## src/rtl/ha_arb_pkg.sv

```systemverilog
// rtl/ha_arb_pkg.sv - shared types, defaults and round-robin pick helper for the half-adder arbiter
package ha_arb_pkg;

  // Default instance sizing.
  localparam int DEF_N = 4;
  localparam int DEF_R = 4;

  // Widest requester vector the pick helper handles.
  localparam int MAX_R = 32;

  // Response buffer occupancy.
  typedef enum logic [0:0] {
    EMPTY = 1'b0,
    FULL  = 1'b1
  } ha_state_e;

  // Result of a round-robin pick: winning index and whether any request was found.
  typedef struct packed {
    logic       found;
    logic [7:0] idx;
  } rr_pick_t;

  // First set bit of valid[r-1:0], searching upward from ptr and wrapping at r.
  function automatic rr_pick_t rr_pick(input logic [MAX_R-1:0] valid,
                                       input int ptr,
                                       input int r);
    rr_pick_t res;
    int       j;
    res = '0;
    for (int k = 0; k < MAX_R; k++) begin
      if (k < r) begin
        j = ptr + k;
        if (j >= r) j = j - r;
        if (!res.found && valid[j[4:0]]) begin
          res.found = 1'b1;
          res.idx   = 8'(j);
        end
      end
    end
    return res;
  endfunction

endpackage

```

## src/rtl/rr_arbiter_core.sv

```systemverilog
// rtl/rr_arbiter_core.sv - combinational round-robin priority pick from a valid vector and pointer
module rr_arbiter_core
  import ha_arb_pkg::*;
#(
  parameter  int R   = DEF_R,
  localparam int IDW = $clog2(R)
) (
  input  logic [R-1:0]   valid,
  input  logic [IDW-1:0] ptr,
  output logic           found,
  output logic [IDW-1:0] grant
);

  rr_pick_t pick;

  // Search starts at ptr so the most recently served requester has lowest priority.
  always_comb begin
    pick  = rr_pick(MAX_R'(valid), int'(ptr), R);
    found = pick.found;
    grant = IDW'(pick.idx);
  end

endmodule

```

## src/rtl/ha_nbit_arbiter.sv

```systemverilog
// rtl/ha_nbit_arbiter.sv - round-robin scheduler sharing one N-bit half-adder bank between R requesters
module ha_nbit_arbiter
  import ha_arb_pkg::*;
#(
  parameter  int N   = DEF_N,
  parameter  int R   = DEF_R,
  localparam int IDW = $clog2(R)
) (
  input  logic           clk,
  input  logic           rst_n,
  input  logic [R-1:0]   req_valid,
  input  logic [R*N-1:0] req_a,
  input  logic [R*N-1:0] req_b,
  output logic [R-1:0]   req_ready,
  output logic [N-1:0]   ha_a,
  output logic [N-1:0]   ha_b,
  input  logic [N-1:0]   ha_sum,
  input  logic [N-1:0]   ha_cout,
  output logic           rsp_valid,
  input  logic           rsp_ready,
  output logic [IDW-1:0] rsp_id,
  output logic [N-1:0]   rsp_sum,
  output logic [N-1:0]   rsp_cout
);

  ha_state_e      state;
  logic [IDW-1:0] rr_ptr;
  logic           found;
  logic [IDW-1:0] grant;
  logic           can_accept;
  logic           accept;
  logic [IDW-1:0] next_ptr;

  rr_arbiter_core #(
    .R(R)
  ) u_core (
    .valid (req_valid),
    .ptr   (rr_ptr),
    .found (found),
    .grant (grant)
  );

  // Accept when the buffer is free or is being drained this cycle; nothing is granted in reset.
  always_comb begin
    can_accept = (state == EMPTY) || rsp_ready;
    accept     = rst_n && found && can_accept;
    next_ptr   = (grant == IDW'(R - 1)) ? '0 : grant + IDW'(1);
  end

  // One-hot strobe to the winner and operand mux to the bank; idle bank inputs are held at zero.
  always_comb begin
    req_ready = '0;
    ha_a      = '0;
    ha_b      = '0;
    for (int i = 0; i < R; i++) begin
      req_ready[i] = accept && (grant == IDW'(i));
    end
    if (accept) begin
      ha_a = req_a[grant*N +: N];
      ha_b = req_b[grant*N +: N];
    end
  end

  // Response buffer, occupancy and fairness pointer; a same-edge drain and reload keeps only the new result.
  always_ff @(posedge clk) begin
    if (!rst_n) begin
      state    <= EMPTY;
      rr_ptr   <= '0;
      rsp_id   <= '0;
      rsp_sum  <= '0;
      rsp_cout <= '0;
    end else if (accept) begin
      state    <= FULL;
      rr_ptr   <= next_ptr;
      rsp_id   <= grant;
      rsp_sum  <= ha_sum;
      rsp_cout <= ha_cout;
    end else if (state == FULL && rsp_ready) begin
      state <= EMPTY;
    end
  end

  assign rsp_valid = (state == FULL);

endmodule

```

## config.mk

```make
export PLATFORM = sky130hd
export DESIGN_NAME = ha_nbit_arbiter
export DESIGN_NICKNAME = d
export VERILOG_FILES = /design/src/rtl/ha_arb_pkg.sv /design/src/rtl/rr_arbiter_core.sv /design/src/rtl/ha_nbit_arbiter.sv
export SDC_FILE = /design/constraint.sdc
export NUM_CORES = 1
export LEC_CHECK = 0
export CAP_MARGIN = 40
export CORE_MARGIN = 4
export CORE_UTILIZATION = 40
export CTS_CLUSTER_DIAMETER = 30
export CTS_CLUSTER_SIZE = 30
export DETAILED_ROUTE_END_ITERATION = 16
export PLACE_DENSITY = 0.81
export SETUP_SLACK_MARGIN = 0.5
export SYNTH_ARGS = -nofsm -noshare
export SYNTH_HDL_FRONTEND = slang
export SYNTH_SLANG_ARGS = --single-unit
```

## constraint.sdc

```tcl
create_clock -name clk -period 5 [get_ports clk]
set_clock_uncertainty 0.1 [all_clocks]
set_input_delay 1 -clock clk [delete_from_list [all_inputs] [get_ports clk]]
set_output_delay 1 -clock clk [all_outputs]
set_load 0.02 [all_outputs]
```

==> results of run 1 <==
final cells by class:
cell class / count / area share [%]
multi-input combinational: 205 / 55.30
clock buffer: 4 / 1.703
sequential: 13 / 9.839
inverter: 4 / 0.5676
timing repair buffer: 82 / 30.23
tap: 50 / 2.365
worst reg2reg max path: stages, from the launching register on:
cell and delay, ps:
dfxtp_1 510, inv_1 150, ha_2 470, mux2_1 370, a22oi_1 300, nor2_2 190
o31ai_2 200, buf_4 160, inv_1 60, ha_1 290, nand2_1 60, o21ai_0 70
synthesized netlist by cell type, drive strengths merged (2+ instances only):
cell and n:
nand4 8, and3 26, nand2 21, dfxtp 13
a21boi 26, a21oi 10, o221ai 9, o31ai 2
mux2 3, o21ai 19, o211ai 16, clkbuf 12
ha 8, nor3 12, inv 4, nor2 19
and2 5, buf 10, mux2i 3, nand2b 3
stage by stage:
| stage | instance area [µm²] | instances | setup WS [ps] | total power, mW |
|---|---|---|---|---|
| global placement | 2504 | 350 | 192.7 | 1.294 |
| CTS | 2597 | 358 | 298.3 | 1.416 |
| detailed placement | 2504 | 350 | 161.5 | 1.318 |
| floorplan | 1775 | 244 | 554.1 | 0.9598 |
| global route | 2645 | 358 | 562.5 | 1.571 |
| finish | 2645 | 358 | 655.0 | 1.456 |
worst max-delay path by stage:
stage                     slack (ps)  cells past startpoint      endpoint
after floorplan                  550                     14       ha_a[0]
after global placement           190                      8       ha_b[3]
after detailed placement         160                     11  req_ready[1]
after CTS                        300                      8       ha_b[3]
after global routing             560                      9       ha_b[2]
final                            660                      9       ha_a[3]
registers in the layout, indices dropped and copies added (netlist names):
| name | cells |
|---|---|
| rsp_cout | 4 |
| rsp_sum | 4 |
| rsp_valid | 1 |
| rr_ptr | 2 |
| rsp_id | 2 |
layer usage:
layer  GRT usage, %  share of wire [%]  routed length, µm
met1          26.43                 42               2340
met4          6.126                2.2                123
met5              0                  0                  0
met3          2.403                6.5                359
met2          32.29                 49               2717
kinds of logic (layout without fill, tap and decap cells):
logic type,after synthesis,in the layout,share of synthesized area (%)
buffers and inverters,26,90,7.117
DFF,13,13,14.66
xor gates and xnor gates,1,1,0.4934
adders and majority gates,8,8,5.638
muxes,6,6,3.805
and+or+nand+nor,99,99,29.25
AOI/OAI and AO/OA,91,91,39.04
cells in the final DEF, fill, tap and decap left out, drive strengths merged, types with 4 or more instances in the layout:
cell	Yosys	routed
clkdlybuf4s50	0	53
a21boi	26	26
and3	26	26
nand2	21	21
nor2	19	19
o21ai	19	19
o211ai	16	16
dfxtp	13	13
buf	10	13
nor3	12	12
a21oi	10	10
o221ai	9	9
nand4	8	8
ha	8	8
dlymetal6s2s	0	7
dlygate4sd2	0	7
clkbuf	12	6
and2	5	5
inv	4	4
what timing repair did:
item,CTS,global route
endpoints found under the setup margin,12,12
setup buffers,4,0
gates resized for setup,14,19
gates cloned,0,0
pin swaps,3,2
power breakdown:
group,leakage (nW),total (mW),internal (mW),switching [mW]
registers,0.108,0.154,0.132,0.0214
clock network,0.0228,0.0936,0.0563,0.0373
logic,1.00,1.21,0.507,0.701
total,1.13,1.46,0.696,0.760
==> impl_metrics.py, run 1 <==
metrics = {
    "die": {
        "num_io_pins": 70,
        "initial_core_util_pct": 42.84,
        "die_x_um": 74.63,
        "core_mm2": 0.004144,
        "die_area_mm2": 0.005569,
        "die_h_um": 74.63,
        "num_rows": 23,
    },
    "setup_path": {
        "cpPeakStageDelay_ps": 510,
        "rrSetupSlack_ps": 1980,
        "critPathLaunch": "rr_ptr[1]$_SDFFE_PN0P_",
        "slowest_stage": "dfxtp_1",
        "crit_path_max_fanout": 16,
        "start_kind": "register",
        "path_cells": "inv_1 -> ha_2 -> mux2_1 -> a22o_1 -> o311a_4 -> and3_4 -> o211ai_1 -> nand4_1 -> dlygate4sd2_1",
        "crit_type": "register to output port",
        "rr_startpoint": "rr_ptr[1]$_SDFFE_PN0P_",
        "worst_ep_arrival_time_ps": 3240,
        "r2r_end": "rr_ptr[1]$_SDFFE_PN0P_",
        "cp.required_ps": 3900,
        "crit_path_end_kind": "output port",
        "reg2reg_depth": 11,
        "critical_path_buf_inv_count": 2,
        "cp_top_family": "compound AO/OA/AOI/OAI gates",
    },
    "cts": {
        "cts-root-buf": "clkbuf_8",
        "clk_latency_ps": 240,
        "cts.path.max_buffers": 2,
        "hold_buffers": 0,
        "clock_sinks": 13,
        "clk_pin_slew_worst_paths_ps": 60,
        "cts_htree_levels": 1,
        "tritoncts": "built",
        "numCtsBuffers": 3,
    },
    "synthesis": {
        "synth_cell_types": 45,
        "yosysTopAreaCellShare_pct": 14.66,
        "syn_area_per_cell_um2": 7.276,
        "synth_largest_area_cell": "dfxtp_1",
        "synth_area_leaders": "dfxtp_1 15%, a21boi_0 11%, and3_1 8.5%",
        "synth_cells": 244,
        "synth_seq_area_share_pct": 14.66,
        "synth_nets": 299,
        "ys_ff_latch": 13,
        "synthFlopType": "dfxtp_1",
        "ys.warnings.count": 0,
        "async_reset_ff_share_pct": 0,
        "synth_area_mm2": 0.001775,
        "synth_edf_count": 0,
    },
    "finish": {
        "final_core_util_pct": 63.83,
        "nNetsFinal": 364,
        "seq_area_um2": 260.3,
        "num_antenna_cells": 0,
        "drive_gt1_share_pct": 14.61,
        "fillers": 364,
        "multi_input_area_mm2": 0.001463,
        "area_growth_pct": 48.98,
    },
    "pwr": {
        "power_leakage_nw": 1.135,
        "powerDensity_mw_per_mm2": 550.3,
        "vdd_drop_max_mv": 0.2882,
    },
    "place": {
        "gp_congestion": 0.8807,
        "dp_hpwl_mm": 3.926,
        "port_buffers": 69,
    },
    "route": {
        "totalWireLength_mm": 5.541,
        "drt_iter0_drc": 178,
        "vias": 2112,
        "viasPerCell": 5.899,
        "wl_per_cell_um": 15.48,
        "drc": 0,
        "drtAntennaViolNets": 0,
        "first_pass_iters": 7,
    },
    "global_routing": {
        "grt_max_degree": 57,
        "antenna_found_initial": 0,
        "grt_use_total_pct": 19.50,
        "grt-ovfl-total": 0,
        "grt_pass1_vias": 1982,
        "grt_pass1_wl_mm": 8.783,
    },
    "sta": {
        "setup_tns_ps": 0,
        "worst_slew_pin_slew_ps": 484.8,
        "rsz0062_at_grt": "false",
        "max_freq_ghz": 0.2302,
        "max_slew_margin_pct": 67.64,
        "layout_min_cycle_time_ps": 4345,
        "setup_violations": 0,
        "hold_slack_ps": 356.7,
        "drv_slew": 0,
        "finalHoldViolations": 0,
        "period_share_pct": 86.90,
    },
    "run": {
        "drv_cap": 0,
    },
    "hold_path": {
        "min_from": "rsp_sum[2]$_SDFFE_PN0P_",
        "hold_path_class": "register to register",
        "holdPathEnd": "rsp_sum[2]$_SDFFE_PN0P_",
        "worstHoldPathCells": 2,
    },
    "status": {
        "run_status": "completed",
    },
}
(Power assumes the default switching activity.)
==> run 2, diff against run 1 <==
--- a/config.mk
+++ b/config.mk
@@ -6,6 +6,7 @@
 export NUM_CORES = 1
 export LEC_CHECK = 0
 export CAP_MARGIN = 40
+export CORE_ASPECT_RATIO = 1.1
 export CORE_MARGIN = 4
 export CORE_UTILIZATION = 40
 export CTS_CLUSTER_DIAMETER = 30
==> run 2 against run 1 <==
  * Sequential share of layout area rose by 0.051 points
  * Utilization fell by 2.4 points
  * Maximum frequency rose by 0.75%
  * Via count rose by 0.14%
  * Combinational power barely moved
  * Power fell by 2.1%
  * Routed wire length fell by 2.1%
  * Clock power fell by 3.0%
  * Worst setup slack improved by 32 ps
  * Die area barely moved
  * Critical path depth did not move
  * Largest cell class unchanged
  * Highest routed layer unchanged
==> impl_metrics.py, run 2 (synthesis results as in run 1) <==
metrics = {
    "die": {
        "die_x_um": 71.52,
        "num_io_pins": 70,
        "die_area_mm2": 0.005570,
        "core_mm2": 0.004285,
        "initial_core_util_pct": 41.43,
        "die_h_um": 77.88,
        "num_rows": 25,
    },
    "route": {
        "wl_per_cell_um": 15.08,
        "drt_iter0_drc": 117,
        "drc": 0,
        "vias": 2115,
        "viasPerCell": 5.875,
        "drtAntennaViolNets": 0,
        "first_pass_iters": 4,
        "totalWireLength_mm": 5.427,
    },
    "place": {
        "port_buffers": 69,
        "gp_congestion": 0.8374,
        "post-place-ws_ps": 164.3,
        "dp_hpwl_mm": 3.902,
    },
    "sta": {
        "worst_slew_pin_slew_ps": 405.1,
        "max_slew_margin_pct": 72.94,
        "finalHoldViolations": 0,
        "max_freq_ghz": 0.2319,
        "fin_ws_ps": 687.4,
        "layout_min_cycle_time_ps": 4313,
        "rsz0062_at_grt": "false",
        "period_share_pct": 86.25,
        "setup_violations": 0,
        "drv_slew": 0,
        "setup_tns_ps": 0,
    },
    "cts": {
        "tritoncts": "built",
        "clk_latency_ps": 240,
        "cts.path.max_buffers": 2,
        "numCtsBuffers": 3,
        "clock_sinks": 13,
        "hold_buffers": 0,
        "cts_htree_levels": 1,
        "cts-root-buf": "clkbuf_8",
        "clk_pin_slew_worst_paths_ps": 50,
    },
    "hold_path": {
        "hold_path_class": "register to register",
    },
    "global_routing": {
        "grt_use_total_pct": 18.54,
        "grt_max_degree": 57,
        "grt-ovfl-total": 0,
        "grt_pass1_vias": 1954,
        "grt_pass1_wl_mm": 8.769,
        "antenna_found_initial": 0,
    },
    "setup_path": {
        "crit_type": "register to output port",
        "cp.required_ps": 3900,
        "rrSetupSlack_ps": 2060,
        "crit_path_max_fanout": 16,
        "crit_path_end_kind": "output port",
        "worst_ep_arrival_time_ps": 3210,
        "start_kind": "register",
    },
    "finish": {
        "drive_gt1_share_pct": 15.36,
        "nNetsFinal": 362,
        "layout_commonest_cell": "clkdlybuf4s50_1",
        "top_regs": "rsp_cout x4, rsp_sum x4",
        "area_growth_pct": 48.20,
        "final_cell_mix": "53 x clkdlybuf4s50_1, 26 x a21boi_0, 24 x and3_1, 21 x nand2_1",
        "num_antenna_cells": 0,
    },
    "status": {
        "run_status": "completed",
    },
    "run": {
        "drv_cap": 0,
    },
    "pwr": {
        "powerDensity_mw_per_mm2": 541.6,
        "vdd_drop_max_mv": 0.2377,
        "power_leakage_nw": 1.098,
    },
}
-- run 2: changes by cell type in the layout (fill, tap and decap cells not counted), moves of 2 or more --
cell,before,now
dlymetal6s2s_1,7,5
clkbuf_2,2,5
buf_4,12,10
dlygate4sd2_1,7,5
-- run 2: power breakdown --
group / leakage [nW] / total [mW] / internal, mW / switching, mW
Sequential: 0.108 / 0.151 / 0.133 / 0.0189
Combinational: 0.967 / 1.18 / 0.484 / 0.699
Clock: 0.0228 / 0.0908 / 0.0561 / 0.0347
-- run 2: repair_timing --
action,4_1_cts,5_1_grt
buffers inserted,0,1
resized for setup,15,27
setup endpoints to repair,12,12
endpoints found under the hold margin,0,0
pin swaps,0,1
gates cloned,0,0
-- run 2: worst max-delay path: stages (launching register included) --
cell	delay [ps]
dfxtp_1	480
inv_1	150
ha_2	470
mux2_1	380
a22o_2	280
o311a_4	390
and3_4	250
o211ai_1	110
nand4_1	120
dlygate4sd2_1	340
-- run 2: cell type report --
type                       instances  area (µm²)
sequential                        13       260.3
clock buffer                       4       45.04
inverter                           4       15.01
fill                             381        1654
timing repair buffer              80       768.2
tap                               54       67.56
multi-input combinational        205        1475
-- run 2: worst paths after layout --
| check | from | endpoint | cells after the start |
|---|---|---|---|
| max | rr_ptr[1]$_SDFFE_PN0P_ | ha_a[2] | 9 |
| min | rsp_cout[3]$_SDFFE_PN0P_ | rsp_cout[3]$_SDFFE_PN0P_ | 2 |
| max reg2reg | rr_ptr[1]$_SDFFE_PN0P_ | rr_ptr[1]$_SDFFE_PN0P_ | 11 |
| min reg2reg | rsp_cout[3]$_SDFFE_PN0P_ | rsp_cout[3]$_SDFFE_PN0P_ | 2 |
-- run 2: through the flow --
stage,power (mW),area [µm²],hold WS [ps],instances,utilization (%)
floorplan,0.9598,1775,404.1,244,-
global placement,1.302,2516,342.0,355,58.72
detailed placement,1.324,2516,351.3,355,58.72
CTS,1.387,2564,357.2,359,59.82
global route,1.545,2631,385.2,360,61.40
finish,1.425,2631,352.0,360,61.40
-- run 2: metal layers --
layer  wire [µm]  GRT usage, %  part of all wire [%]  up-vias
met1        2390         24.50                    44      997
met4          29         3.571                  0.53        0
met3         321         3.886                   5.9        4
li1            -             -                     -     1043
met2        2686         30.88                    49       71
met5           0             0                     0        -
